===== src/rtl/rtc_bus_ctrl.sv =====
// Bus-cycle engine for a multiplexed address/data RTC: address phase, gap, data phase, done strobe.
// Optional one-deep command queue enabled by defining RTC_BUS_PENDING_EN.
module rtc_bus_ctrl #(
  parameter int T_SETUP = 1,
  parameter int T_PULSE = 4,
  parameter int T_HOLD  = 1,
  parameter int T_GAP   = 2
) (
  input  logic       clk,
  input  logic       reset,
  input  logic       start,
  input  logic       rw,
  input  logic [7:0] addr,
  input  logic [7:0] wdata,
  output logic       busy,
  output logic       done,
  output logic [7:0] rdata,
  output logic       cs_n,
  output logic       rd_n,
  output logic       wr_n,
  output logic       ad,
  output logic [7:0] ad_out,
  output logic       ad_oe,
  input  logic [7:0] ad_in
);

  typedef enum logic [3:0] {
    S_IDLE, S_A_SETUP, S_A_PULSE, S_A_HOLD, S_GAP,
    S_D_SETUP, S_D_PULSE, S_D_HOLD, S_DONE
  } state_e;

  typedef struct packed {
    logic       cs_n;
    logic       rd_n;
    logic       wr_n;
    logic       ad;
    logic       oe;
    logic [7:0] dout;
  } bus_t;

  localparam logic [3:0] C_SETUP = 4'(T_SETUP - 1);
  localparam logic [3:0] C_PULSE = 4'(T_PULSE - 1);
  localparam logic [3:0] C_HOLD  = 4'(T_HOLD - 1);
  localparam logic [3:0] C_GAP   = 4'(T_GAP - 1);

  state_e     state_q, state_d;
  logic [3:0] cnt_q, cnt_d;
  logic       rw_q, rw_d;
  logic [7:0] addr_q, addr_d;
  logic [7:0] wdata_q, wdata_d;
  bus_t       bus_d;

`ifdef RTC_BUS_PENDING_EN
  logic       pend_vld_q, pend_vld_d;
  logic       pend_rw_q, pend_rw_d;
  logic [7:0] pend_addr_q, pend_addr_d;
  logic [7:0] pend_wdata_q, pend_wdata_d;
`endif

  // Counter preload on entry: a state lasting N cycles counts N-1 down to 0.
  function automatic logic [3:0] load_cnt(input state_e s);
    case (s)
      S_A_SETUP, S_D_SETUP: load_cnt = C_SETUP;
      S_A_PULSE, S_D_PULSE: load_cnt = C_PULSE;
      S_A_HOLD,  S_D_HOLD:  load_cnt = C_HOLD;
      S_GAP:                load_cnt = C_GAP;
      default:              load_cnt = 4'd0;
    endcase
  endfunction

  function automatic state_e next_timed(input state_e s);
    case (s)
      S_A_SETUP: next_timed = S_A_PULSE;
      S_A_PULSE: next_timed = S_A_HOLD;
      S_A_HOLD:  next_timed = S_GAP;
      S_GAP:     next_timed = S_D_SETUP;
      S_D_SETUP: next_timed = S_D_PULSE;
      S_D_PULSE: next_timed = S_D_HOLD;
      S_D_HOLD:  next_timed = S_DONE;
      default:   next_timed = S_IDLE;
    endcase
  endfunction

  function automatic bus_t bus_decode(input state_e s, input logic w,
                                      input logic [7:0] a, input logic [7:0] d);
    bus_t b;
    b.cs_n = 1'b1;
    b.rd_n = 1'b1;
    b.wr_n = 1'b1;
    b.ad   = 1'b0;
    b.oe   = 1'b0;
    b.dout = 8'h00;
    case (s)
      S_A_SETUP, S_A_PULSE, S_A_HOLD: begin
        b.cs_n = 1'b0;
        b.oe   = 1'b1;
        b.dout = a;
        b.wr_n = (s != S_A_PULSE);
      end
      S_GAP: begin
        b.oe   = 1'b1;
        b.dout = a;
      end
      S_D_SETUP, S_D_PULSE, S_D_HOLD: begin
        b.cs_n = 1'b0;
        b.ad   = 1'b1;
        b.oe   = w;
        b.dout = w ? d : 8'h00;
        b.wr_n = !(w && s == S_D_PULSE);
        b.rd_n = !(!w && s == S_D_PULSE);
      end
      default: ;
    endcase
    return b;
  endfunction

  always_comb begin
    state_d = state_q;
    cnt_d   = cnt_q;
    rw_d    = rw_q;
    addr_d  = addr_q;
    wdata_d = wdata_q;
`ifdef RTC_BUS_PENDING_EN
    pend_vld_d   = pend_vld_q;
    pend_rw_d    = pend_rw_q;
    pend_addr_d  = pend_addr_q;
    pend_wdata_d = pend_wdata_q;
`endif
    case (state_q)
      S_IDLE: begin
        if (start) begin
          state_d = S_A_SETUP;
          rw_d    = rw;
          addr_d  = addr;
          wdata_d = wdata;
        end
      end
      S_DONE: begin
        state_d = S_IDLE;
`ifdef RTC_BUS_PENDING_EN
        // A queued command chains straight into the next address phase.
        if (pend_vld_q) begin
          state_d    = S_A_SETUP;
          rw_d       = pend_rw_q;
          addr_d     = pend_addr_q;
          wdata_d    = pend_wdata_q;
          pend_vld_d = 1'b0;
        end else if (start) begin
          state_d = S_A_SETUP;
          rw_d    = rw;
          addr_d  = addr;
          wdata_d = wdata;
        end
`endif
      end
      default: begin
        if (cnt_q == 4'd0) state_d = next_timed(state_q);
        else               cnt_d   = cnt_q - 4'd1;
      end
    endcase
    if (state_d != state_q) cnt_d = load_cnt(state_d);
`ifdef RTC_BUS_PENDING_EN
    if (start && !pend_vld_q && state_q != S_IDLE && state_q != S_DONE) begin
      pend_vld_d   = 1'b1;
      pend_rw_d    = rw;
      pend_addr_d  = addr;
      pend_wdata_d = wdata;
    end
`endif
  end

  // Outputs are decoded from the next state so every pad is a flop.
  assign bus_d = bus_decode(state_d, rw_d, addr_d, wdata_d);

  always_ff @(posedge clk or negedge reset) begin
    if (!reset) begin
      state_q <= S_IDLE;
      cnt_q   <= 4'd0;
      busy    <= 1'b0;
      done    <= 1'b0;
      rdata   <= 8'h00;
      cs_n    <= 1'b1;
      rd_n    <= 1'b1;
      wr_n    <= 1'b1;
      ad      <= 1'b0;
      ad_oe   <= 1'b0;
      ad_out  <= 8'h00;
`ifdef RTC_BUS_PENDING_EN
      pend_vld_q <= 1'b0;
`endif
    end else begin
      state_q <= state_d;
      cnt_q   <= cnt_d;
      busy    <= (state_d != S_IDLE);
      done    <= (state_d == S_DONE);
      cs_n    <= bus_d.cs_n;
      rd_n    <= bus_d.rd_n;
      wr_n    <= bus_d.wr_n;
      ad      <= bus_d.ad;
      ad_oe   <= bus_d.oe;
      ad_out  <= bus_d.dout;
      // Read data is taken on the edge that releases rd_n.
      if (state_q == S_D_PULSE && cnt_q == 4'd0 && !rw_q) rdata <= ad_in;
`ifdef RTC_BUS_PENDING_EN
      pend_vld_q <= pend_vld_d;
`endif
    end
  end

  always_ff @(posedge clk) begin
    rw_q    <= rw_d;
    addr_q  <= addr_d;
    wdata_q <= wdata_d;
`ifdef RTC_BUS_PENDING_EN
    pend_rw_q    <= pend_rw_d;
    pend_addr_q  <= pend_addr_d;
    pend_wdata_q <= pend_wdata_d;
`endif
  end

endmodule


===== config.mk =====
export PLATFORM = sky130hd
export DESIGN_NAME = rtc_bus_ctrl
export DESIGN_NICKNAME = d
export VERILOG_FILES = /design/src/rtl/rtc_bus_ctrl.sv
export SDC_FILE = /design/constraint.sdc
export NUM_CORES = 1
export LEC_CHECK = 0
export CELL_PAD_IN_SITES_DETAIL_PLACEMENT = 1
export CELL_PAD_IN_SITES_GLOBAL_PLACEMENT = 1
export CORE_MARGIN = 3
export CORE_UTILIZATION = 38
export DETAILED_ROUTE_END_ITERATION = 16
export PLACE_DENSITY = 0.78
export RECOVER_POWER = 25
export SLEW_MARGIN = 10
export SYNTH_ARGS = -nofsm -noshare
export SYNTH_HDL_FRONTEND = slang
export SYNTH_SLANG_ARGS = --single-unit

===== constraint.sdc =====
create_clock -name clk -period 2.75 [get_ports clk]
set_input_delay 0.4125 -clock clk [delete_from_list [all_inputs] [get_ports clk]]
set_output_delay 0.4125 -clock clk [all_outputs]
set_load 0.02 [all_outputs]

### Word level (Yosys, flattened, before mapping)

Cells that the tools add are included.
Widths: inputs -> output; s select.

* add/subtract/negate cells: 1
* multipliers: 0
* divide/modulo/power cells: 0
* magnitude comparators: 0
* eq/ne operators: 20
* shift-type cells: 0
* mux-type cells: 20
* bitwise gates (word level): 0
* reduce and logical (&&, ||, !) cells: 18

Operators with widths (number)
* $mux 8: 5
* $eq 4x3->1 const B: 8
* $pmux 4 s7: 1
* $mux 4: 5
* $pmux 9 s2: 1
* $eq 4x2->1 const B: 4
* $eq 4x1->1 const B: 2
* $eq 4x4->1 const B: 2
* $logic_not 4->1: 2
* $pmux 4 s2: 1
* $reduce_or 3->1: 2
* $reduce_or 6->1: 1
* $mux 1: 5
* $logic_and 1x1->1: 4
* $logic_not 1->1: 4
* $ne 4x2->1 const B: 1
* $ne 4x4->1: 1
* $pmux 2 s2: 1
* $reduce_bool 4->1: 1
* $reduce_or 2->1: 2
* $reduce_or 4->1: 1
* $sub 4x1->4 const B: 1
* $ne 2x1->1 const B: 1
* $ne 2x2->1 const B: 1
* 2 further kinds: 2

* register bits: 48
* bits in latches: 0
* RAM bits: 0
* bits in read-only memories: 0
* input bits: 28
* output and inout port bits: 23
* word-level logic and storage cells: 73
* memories: 0

### Depth between registers and ports, before layout

* word-level depth: 8
* depth in mapped cells: 8

### Least setup slack after synthesis

OpenSTA, ideal clock, no wires.

* path kind: register to register
* start: register cnt_q[0]
* end: register rdata[0]
* arrival time: 2.078 ns
* required time: 2.625 ns
* path slack: 0.547 ns
* cell stages (with the launch flop): 7
* buffers on the path: 1
* path through: dfrtp_1 > inv_1 > ha_1 > or3b_2 > or4_1 > clkbuf_1 > mux2_2

* word-level cells in the longest chain between the ends: 3

RTL lines
* start, declared: RTL line 47 `logic [3:0] cnt_q, cnt_d;`
* start signal, assigned: RTL line 193 `cnt_q <= cnt_d;`
* $logic_not 4->1: RTL line 203 `if (state_q == S_D_PULSE && cnt_q == 4'd0 && !rw_q) rdata <= ad_in;`
* $logic_and 1x1->1 (2 in a row): RTL line 203
* end signal, assigned: RTL line 203
* end, declared: RTL line 17 `output logic [7:0] rdata,`

Every way passes these cells.
A chain may end at the register's enable or synchronous reset.

### Worst setup path in the final report

* start: register cnt_q[0]
* end: register rdata[3]

Same word-level chain as after synthesis.

==> flow_metrics.tcl <==
set metrics [dict create \
    arrival_ns 2.52 \
    syn-num-nets 225 \
    whs_path_depth 2 \
    worstSetupEndpointType "register" \
    avgSynthCellArea_sq_um 10.80 \
    ys_types 37 \
    ys_ff_latch 48 \
    crit_start "cnt_q[0]" \
    layout-drive-gt1-share_pct 17.55 \
    synthTopCellsByArea "dfrtp_1 33%, dfxtp_1 16%, mux2_2 12%, mux2i_1 4.3%, nand2_1 4.1%" \
    grt_pass1_vias 1609 \
    leakagePower_uw 0.001228 \
    dp_hpwl_um 3440 \
    synth_area_leader_cell "dfrtp_1" \
    synth_edf_count 0 \
    setup_tns_ns 0 \
    coreArea_sq_um 5238 \
    synth_top_area_share_pct 33.27 \
    nets 274 \
    antenna_left 0 \
    ys_warn_count 0 \
    synthCells 195 \
    drt_iter0_drc 78 \
    ir_drop_mv 0.3937 \
    clock.fmax_ghz 0.4291 \
    critPathKind "register to register" \
    path_max_fanout 8 \
    antenna_cells 0 \
    io_pins 51 \
    port_buffers 50 \
    ctsHoldBuffers 0 \
    clk_latency_ns 0.30 \
    fin_crit_sh_pct 84.74 \
    finalSetupViolCount 0 \
    async_flop_share_pct 64.58 \
    grt_overflow_total 0 \
    fin_cells 315 \
    reg2reg_depth 5 \
    status "finished, violations left" \
    rsz0062_at_grt "false" \
    maxCapViolCount 1 \
    avgViaCountPerCell 5.044 \
    synthesis.area_sq_um 2106 \
    fin_crit_ns 2.330 \
    fillers 567 \
    whs_ns 0.4664 \
    grt_max_degree 32 \
    wire_per_inst_um 15.11 \
    hold_viol 0 \
    grt_pass1_wl_um 7734 \
    gp_congestion 0.7991 \
    grt_util_all_layers_pct 15.62 \
    synth.yosys.seq_area_share_pct 53.18 \
    clk_pin_slew_ns 0.09 \
    die-area_sq_um 6471 \
    hp-class "register to register" \
    postCtsSetupBuffers 0 \
    std_cell_rows 26 \
    min_from "addr_q[0]" \
    dieHeight_um 80.44 \
    cts_tree "built" \
    cts_sinks 48 \
    fin_skew_ns 0.006606 \
    maxSlewViolCount 32 \
    wl_um 4759 \
    dp_cells 307 \
    violations "capacitance limit, slew limit" \
    seq_area_sq_um 1120 \
    htree_num_levels 2 \
    relSlewSlack_pct -12.69 \
    cts_buffer_depth 2 \
    antenna_found_initial 0 \
    ctsResizeCount 0 \
    synth_flop_cell "dfrtp_1" \
    crit_required_ns 2.94 \
    start_kind "register" \
    first_pass_iters 4 \
    multi_input_comb_area_sq_um 852.1 \
    r2r-start "cnt_q[0]" \
    cts-root-buf "clkbuf_8" \
    drc 0 \
    power_density_nw_per_um2 1118 \
    fp.dieW_um 80.44 \
    worst_pin_slew_ns 1.690 \
    cts_made_buffers 5 \
    syn_to_final_growth_pct 30.84 \
    vias 1589 \
    initial_core_util_pct 40.21 \
]
[path summary, 6_finish.rpt]
| check | end | slack, ns |
|---|---|---|
| worst min-delay path | addr_q[0] | 0.47 |
| worst max register to register | rdata[3] | 0.42 |
| max in group asynchronous | ad_out[0] | 0.68 |
| worst min register to register | addr_q[0] | 0.47 |
| worst max-delay path | rdata[3] | 0.42 |
| min in group asynchronous | ad_out[5] | 1.08 |
[cell usage in the layout, fill, tap and decap left out, drive strengths merged, types with 3 or more instances in the layout]
cell type / n
dfrtp: 28
inv: 14
nor3: 6
o22ai: 10
clkbuf: 8
o21ai: 9
mux2: 25
buf: 6
nor2: 7
clkdlybuf4s50: 49
mux2i: 9
nand2: 23
dfxtp: 17
a21oi: 3
dfstp: 3
[Yosys cell counts, drive strengths merged, types with 3 or more instances]
cell / count
nor3: 6
inv: 14
nand2: 23
dfstp: 3
mux2i: 9
o21ai: 9
nor2: 7
o22ai: 10
a21oi: 3
buf: 6
dfrtp: 28
clkbuf: 9
dfxtp: 17
mux2: 25
[per-stage QoR]
stage | utilization, % | total power (uW) | setup slack, ns | instance area, sq um
after floorplan | - | 2121 | 0.5470 | 2106
after global placement | 50.88 | 2621 | 0.4831 | 2665
after detailed placement | 50.88 | 2686 | 0.4113 | 2665
after CTS | 52.68 | 3124 | 0.4100 | 2759
after global routing | 52.60 | 3320 | 0.3193 | 2755
final | 52.60 | 3081 | 0.4197 | 2755
[worst max-delay path: stages (launching register included)]
cell and delay, ns:
dfrtp_1 0.42, inv_1 0.09, ha_1 0.18, or3b_2 0.46, or4_1 0.72, mux2_2 0.35
[cells by family after synthesis]
kind of cell	share of synthesized area, %
and+or+nand+nor	11.23
DFF	53.18
muxes	18.00
AOI/OAI and AO/OA	9.210
buffers and inverters	6.357
xor gates and xnor gates	0.8320
adders and majority gates	1.188
[metal layers]
layer / vias up / global-route usage (%) / wire length, um
li1: 764 / - / -
met4: 0 / 4.561 / 57
met3: 7 / 4.260 / 223
met1: 780 / 18.69 / 2080
met2: 38 / 27.24 / 2398
met5: - / 0 / 0
[power by group]
group | internal (uW) | switching [uW]
clock network | 204 | 225
logic | 702 | 725
registers | 1040 | 189
total | 1940 | 1140
[state kept, by name, summed over array words and instances (netlist names), 4 cells and up]
register  flops
ad_out        8
state_q       4
cnt_q         4
rdata         8
addr_q        8
wdata_q       8
[area by class of cell]
class | instances | share of cell area, %
sequential | 48 | 40.64
inverter | 14 | 1.907
clock buffer | 7 | 3.134
timing repair buffer | 57 | 19.94
clock inverter | 1 | 0.2725
tap | 70 | 3.179
multi-input combinational | 118 | 30.93
No activity file was read; power rests on OpenSTA's default activity.
